--- config.mk ---
export PLATFORM = sky130hd
export DESIGN_NAME = tx_serializer_10b
export DESIGN_NICKNAME = d
export VERILOG_FILES = /design/src/rtl/tx_serializer_10b.sv
export SDC_FILE = /design/constraint.sdc
export NUM_CORES = 1
export LEC_CHECK = 0
export ABC_AREA = 1
export ABC_CLOCK_PERIOD_IN_PS = 9200
export BUFFER_PORTS_ARGS = -buffer_cell sky130_fd_sc_hd__clkbuf_2
export CAP_MARGIN = 20
export CELL_PAD_IN_SITES_DETAIL_PLACEMENT = 1
export CELL_PAD_IN_SITES_GLOBAL_PLACEMENT = 1
export CORE_AREA = 2 2 74 76
export DETAILED_ROUTE_END_ITERATION = 8
export DIE_AREA = 0 0 76 78
export GPL_TIMING_DRIVEN = 1
export PLACE_DENSITY_LB_ADDON = 0.12
export SLEW_MARGIN = 0
export SYNTH_ARGS = -nofsm -noshare
export SYNTH_HDL_FRONTEND = slang
export SYNTH_SLANG_ARGS = --single-unit
--- constraint.sdc ---
create_clock -name clk -period 9.2 [get_ports clk]
set_input_delay 1.84 -clock clk [delete_from_list [all_inputs] [get_ports clk]]
set_output_delay 1.84 -clock clk [all_outputs]
set_load 0.1 [all_outputs]
--- src/rtl/tx_serializer_10b.sv ---
// ---------------------------------------------------------------------------
// tx_serializer_10b
//
// Serializer behind the 8b/10b symbol encoders. Encoded 10-bit symbols enter
// through a one-deep valid/ready holding register and are shifted out MSB
// first (bit 9, the 'a' bit, leads), one bit per clock, with no gap between
// consecutive symbols. The line running disparity is tracked on every loaded
// symbol. When nothing is waiting at a symbol boundary the block either
// inserts a K28.5 comma of the polarity that matches the current running
// disparity (IDLE_FILL=1) or lets the line go idle (IDLE_FILL=0).
//
// Parameters
//   IDLE_FILL     1: fill empty symbol slots with K28.5, 0: drop ser_en
//   K28_5_NEG     comma used at RD-; the RD+ comma is its bitwise inverse
//
// Ports
//   clk           bit clock, all state changes on the rising edge
//   rst_n         asynchronous active-low reset
//   sym_in        encoded symbol, bit 9 transmitted first
//   sym_valid     sym_in is valid
//   sym_ready     holding register empty (combinational, = !hold_full)
//   ser_out       registered serial line bit
//   ser_en        ser_out carries a valid bit
//   sym_start     ser_out currently carries bit 9 of a symbol
//   idle_ins      sym_start cycle of an inserted comma
//   rd_cur        running disparity after the last loaded symbol (1 = RD+)
//   disp_err      sticky flag: a loaded symbol had an illegal ones-count
//   disp_err_clr  synchronous clear of disp_err (a new error wins)
// ---------------------------------------------------------------------------
module tx_serializer_10b #(
  parameter bit         IDLE_FILL = 1'b1,
  parameter logic [9:0] K28_5_NEG = 10'b0011111010
) (
  input  logic       clk,
  input  logic       rst_n,
  input  logic [9:0] sym_in,
  input  logic       sym_valid,
  output logic       sym_ready,
  output logic       ser_out,
  output logic       ser_en,
  output logic       sym_start,
  output logic       idle_ins,
  output logic       rd_cur,
  output logic       disp_err,
  input  logic       disp_err_clr
);

  typedef enum logic {
    ST_IDLE  = 1'b0,
    ST_SHIFT = 1'b1
  } state_e;

  // Number of ones in a 10-bit symbol.
  function automatic logic [3:0] ones10(input logic [9:0] v);
    logic [3:0] c;
    c = 4'd0;
    for (int i = 0; i < 10; i++) begin
      c = c + {3'd0, v[i]};
    end
    return c;
  endfunction

  state_e     state_q,     state_d;
  logic [9:0] hold_q,      hold_d;
  logic       hold_full_q, hold_full_d;
  logic [9:0] shreg_q,     shreg_d;
  logic [3:0] bit_cnt_q,   bit_cnt_d;
  logic       ser_out_q,   ser_out_d;
  logic       ser_en_q,    ser_en_d;
  logic       sym_start_q, sym_start_d;
  logic       idle_ins_q,  idle_ins_d;
  logic       rd_q,        rd_d;
  logic       disp_err_q,  disp_err_d;

  logic       load_edge_s;
  logic       load_sym_s;
  logic [9:0] next_sym_s;
  logic [9:0] comma_s;
  logic [3:0] ones_s;
  logic [3:0] bit_idx_s;

  // Comma polarity follows the disparity before this load is accounted for.
  assign comma_s   = rd_q ? ~K28_5_NEG : K28_5_NEG;
  // Bit to place on the line after the current edge; only used while
  // bit_cnt is 0..8, so the subtraction never wraps when it matters.
  assign bit_idx_s = 4'd8 - bit_cnt_q;
  assign ones_s    = ones10(next_sym_s);

  // Symbol-boundary detection: IDLE leaves as soon as there is something to
  // send (a held symbol, or always when filling with commas); SHIFT reloads
  // after the tenth bit.
  always_comb begin
    load_edge_s = 1'b0;
    case (state_q)
      ST_IDLE:  load_edge_s = hold_full_q || IDLE_FILL;
      ST_SHIFT: load_edge_s = (bit_cnt_q == 4'd9);
      default:  load_edge_s = 1'b0;
    endcase
  end

  // Next-state logic for holding register, shifter, line outputs and
  // disparity tracking.
  always_comb begin
    state_d     = state_q;
    hold_d      = hold_q;
    hold_full_d = hold_full_q;
    shreg_d     = shreg_q;
    bit_cnt_d   = bit_cnt_q;
    ser_out_d   = ser_out_q;
    ser_en_d    = ser_en_q;
    sym_start_d = 1'b0;
    idle_ins_d  = 1'b0;
    rd_d        = rd_q;
    disp_err_d  = disp_err_clr ? 1'b0 : disp_err_q;
    load_sym_s  = 1'b0;
    next_sym_s  = 10'd0;

    // Capture into the holding register. Ready is low while full, so a
    // capture never coincides with the unload below.
    if (sym_valid && !hold_full_q) begin
      hold_d      = sym_in;
      hold_full_d = 1'b1;
    end else begin
      hold_d = hold_q;
    end

    // Choose what goes out next at a symbol boundary.
    if (load_edge_s) begin
      if (hold_full_q) begin
        next_sym_s  = hold_q;
        hold_full_d = 1'b0;
        load_sym_s  = 1'b1;
      end else if (IDLE_FILL) begin
        next_sym_s  = comma_s;
        idle_ins_d  = 1'b1;
        load_sym_s  = 1'b1;
      end else begin
        state_d     = ST_IDLE;
        ser_en_d    = 1'b0;
        ser_out_d   = 1'b0;
      end
    end else begin
      next_sym_s = 10'd0;
    end

    if (load_sym_s) begin
      // Bit 9 goes on the line at the load edge itself.
      ser_out_d   = next_sym_s[9];
      shreg_d     = next_sym_s;
      sym_start_d = 1'b1;
      ser_en_d    = 1'b1;
      bit_cnt_d   = 4'd0;
      state_d     = ST_SHIFT;
      case (ones_s)
        4'd6:    rd_d = 1'b1;
        4'd4:    rd_d = 1'b0;
        4'd5:    rd_d = rd_q;
        default: begin
          rd_d       = rd_q;
          disp_err_d = 1'b1;
        end
      endcase
    end else if (!load_edge_s && (state_q == ST_SHIFT)) begin
      bit_cnt_d = bit_cnt_q + 4'd1;
      ser_out_d = shreg_q[bit_idx_s];
    end else if (!load_edge_s) begin
      // Parked in IDLE with nothing to send.
      ser_en_d  = 1'b0;
      ser_out_d = 1'b0;
    end else begin
      bit_cnt_d = bit_cnt_q;
    end
  end

  // State and datapath registers.
  always_ff @(posedge clk or negedge rst_n) begin
    if (!rst_n) begin
      state_q     <= ST_IDLE;
      hold_q      <= 10'd0;
      hold_full_q <= 1'b0;
      shreg_q     <= 10'd0;
      bit_cnt_q   <= 4'd0;
      ser_out_q   <= 1'b0;
      ser_en_q    <= 1'b0;
      sym_start_q <= 1'b0;
      idle_ins_q  <= 1'b0;
      rd_q        <= 1'b0;
      disp_err_q  <= 1'b0;
    end else begin
      state_q     <= state_d;
      hold_q      <= hold_d;
      hold_full_q <= hold_full_d;
      shreg_q     <= shreg_d;
      bit_cnt_q   <= bit_cnt_d;
      ser_out_q   <= ser_out_d;
      ser_en_q    <= ser_en_d;
      sym_start_q <= sym_start_d;
      idle_ins_q  <= idle_ins_d;
      rd_q        <= rd_d;
      disp_err_q  <= disp_err_d;
    end
  end

  assign sym_ready = !hold_full_q;
  assign ser_out   = ser_out_q;
  assign ser_en    = ser_en_q;
  assign sym_start = sym_start_q;
  assign idle_ins  = idle_ins_q;
  assign rd_cur    = rd_q;
  assign disp_err  = disp_err_q;

endmodule

==> reports/metrics.yaml <==
clock_network:
  cts_root_buf: "clkbuf_8"
  clk_pin_slew_worst_paths_ps: 70
  cts_resized: 0
  cts-buffers-inserted: 5
  htreeDepth: 2
  cts_setup_buffers: 0
  clk_latency_ps: 280
  cts_max_path_buffers: 2
  clkSinkCount: 32
  cts_tree: "yes"
  cts_hold_buf: 0
job:
  drv_cap: 0
placed_design:
  hpwl_mm: 2.80
  preCtsSetupSlack_ps: 4950
  gp_congestion: 0.772
  place_area_mm2: 0.00185
  numPortBuffers: 20
power:
  clockPowerShare: 0.203
  cellPowerDensity_mw_per_mm2: 280
  peakVddDrop_mv: 0.104
  seqPwrFrac: 0.344
  p_sw_uw: 241
  p_comb_frac: 0.453
  power.leakage_uw: 0.000954
  power.share.switching: 0.443
  p_int_uw: 302
drt:
  post_drt_wl_per_cell_um: 13.7
  wl_mm: 3.62
  routed_via_density: 4.52
  drt_first_pass_iters: 4
  drt_iter0_markers: 51
  routed-via-count: 1188
  ant_nets: 0
  drc: 0
logic_synthesis:
  synthCells: 171
  synth_edf_count: 0
  synthArstFlopShare: 1.00
  syn_avg_cell_area_um2: 10.1
  netlist_area_mm2: 0.00173
  ys_types: 26
  ys_seq_area_frac: 0.464
  synth_fp_nets: 196
  synthTopCellsByArea: "dfrtp_1 46%, nand2_1 7.8%, fa_1 7.0%"
  synth_top_area_share: 0.464
  synth_ff_type: "dfrtp_1"
  yosys_warnings: 0
  synth_top_cell_by_area: "dfrtp_1"
  ys_ff_latch: 32
floorplan:
  num_rows: 26
  dieArea_mm2: 0.00593
  core_mm2: 0.00504
  die_w_um: 76
  die_y_um: 78
  initial_core_util: 0.342
  io_pins: 21
timing:
  hold_ws_ps: 468
  worst_pin_slew_ps: 825
  setup-violations-final: 0
  finalMaxSlewViolations: 0
  layout_setup_ws_ps: 4910
  rsz0062_at_grt: "false"
  max_clock_freq_ghz: 0.233
  totalNegativeSetupSlack_ps: 0
  finClkSkew_ps: 5.77
  report.final.hold_viol_count: 0
  relSlewSlack: 0.450
  post-route-period-util: 0.466
  period_needed_ps: 4290
global_routing:
  grt_pass1_wl_mm: 6.45
  grt_pass1_vias: 1349
  gr-total-overflow: 0
  antenna_found_initial: 0
  grt_usage: 0.140
  grt_max_degree: 33
layout:
  layout-drive-gt1-share: 0.301
  syn_to_final_growth_pct: 12.5
  multiInputGateArea_um2: 753
  fillers: 594
  antenna_cells: 0
  final_nets: 217
  final_cell_area_mm2: 0.00194
  seqCellArea_um2: 801
hold_path:
  holdCritPathClass: "reg -> reg"
critical_path:
  worstSetupPathType: "reg -> reg"
  cp-end-kind: "register"
  regToRegSetupSlack_ps: 4910
  cp-endpoint: "disp_err"
  crit_start: "bit_cnt_q[0]"
  cp_data_arrival_time_ps: 4460
  r2r-start: "bit_cnt_q[0]"
  rr_worst_depth: 17
  worstSetupStartpointType: "register"
  cp_max_fo: 22
  crit_required_ps: 9370
  regToRegEndpoint: "disp_err"
run_status:
  status: "completed"
cell families (layout without fill, tap and decap cells):
kind of cell | after synthesis | in the layout | synth area share
simple gates | 57 | 57 | 0.151
buf+inv | 34 | 56 | 0.0993
flops | 32 | 32 | 0.464
compound gates | 23 | 23 | 0.0972
fa+ha+maj | 11 | 11 | 0.106
mux | 10 | 10 | 0.0653
xor+xnor | 3 | 3 | 0.0152
other cells | 1 | 1 | 0.00217
layout by cell type, fill, tap and decap left out, drive strengths merged:
cell type / n
o21ai: 20
inv: 28
clkinvlp: 2
clkinv: 1
conb: 1
nand2: 37
nor2: 6
nand3: 11
nand4: 2
xor2: 1
a21oi: 2
fa: 6
or2: 1
dfrtp: 32
o211ai: 1
mux2: 10
ha: 5
xnor2: 2
clkbuf: 25
synth_stat cells, types with 2 or more instances:
cell	n
a21oi_1	2
nor2_1	6
fa_1	6
o21ai_2	12
o21ai_0	7
buf_6	3
inv_1	24
ha_1	5
dfrtp_1	32
inv_2	3
xnor2_1	2
nand4_1	2
nand3_1	9
nand2_1	36
buf_4	2
mux2_2	10
flip-flops by register name (all words and copies together) (netlist names):
| register | count |
|---|---|
| hold_full_q | 1 |
| idle_ins | 1 |
| disp_err | 1 |
| sym_start | 1 |
| bit_cnt_q | 4 |
| ser_out | 1 |
| hold_q | 10 |
| state_q | 1 |
| rd_cur | 1 |
| shreg_q | 10 |
| ser_en | 1 |
through the flow:
step | std cells | power [uW] | utilization
3_3_place_gp | 255 | 424 | 0.367
3_5_place_dp | 255 | 437 | 0.367
5_1_grt | 263 | 592 | 0.385
2_1_floorplan | 171 | 380 | -
4_1_cts | 263 | 553 | 0.385
6_report | 263 | 543 | 0.385
power groups by stage:
stage                     registers (uW)  logic [uW]  clock network (uW)
after global routing                 191         278                 123
after detailed placement             190         247                   0
after floorplan                      229         151                   0
final                                187         246                 110
after global placement               189         234                   0
after CTS                            187         250                 116
critical path, cell delays in order (launching register included):
cell,delay [ps]
dfrtp_1,510
ha_1,250
nand3_4,90
nand2_4,240
nand2_1,100
inv_2,150
o21ai_2,100
fa_1,500
fa_1,540
fa_1,410
inv_1,70
ha_1,160
inv_1,80
fa_1,380
o21ai_0,300
o21ai_0,140
nand2_1,70
o21ai_0,70
per-layer routing:
layer,vias up,share of wire,track usage
met5,-,0,0
met4,0,0.0066,0.0436
met3,2,0.029,0.0360
met2,17,0.51,0.252
met1,595,0.45,0.165
li1,574,-,-
layout make-up:
type,instances,area share
flip-flops and latches,32,0.412
multi-input cells,105,0.388
inverters,28,0.0554
repair buffers,20,0.0515
well taps,70,0.0451
clock buffers,5,0.0354
clock inverters,3,0.0122
how the worst min path moves through the flow:
stage | endpoint | slack [ps] | cells past startpoint | start
6_report | ser_en | 470 | 1 | ser_en
5_1_grt | ser_en | 490 | 1 | ser_en
4_1_cts | ser_en | 470 | 1 | ser_en
3_5_place_dp | ser_en | 460 | 1 | ser_en
3_3_place_gp | ser_en | 460 | 1 | ser_en
2_1_floorplan | shreg_q[9] | 440 | 2 | shreg_q[9]
No activity file was read; power rests on OpenSTA's default activity.
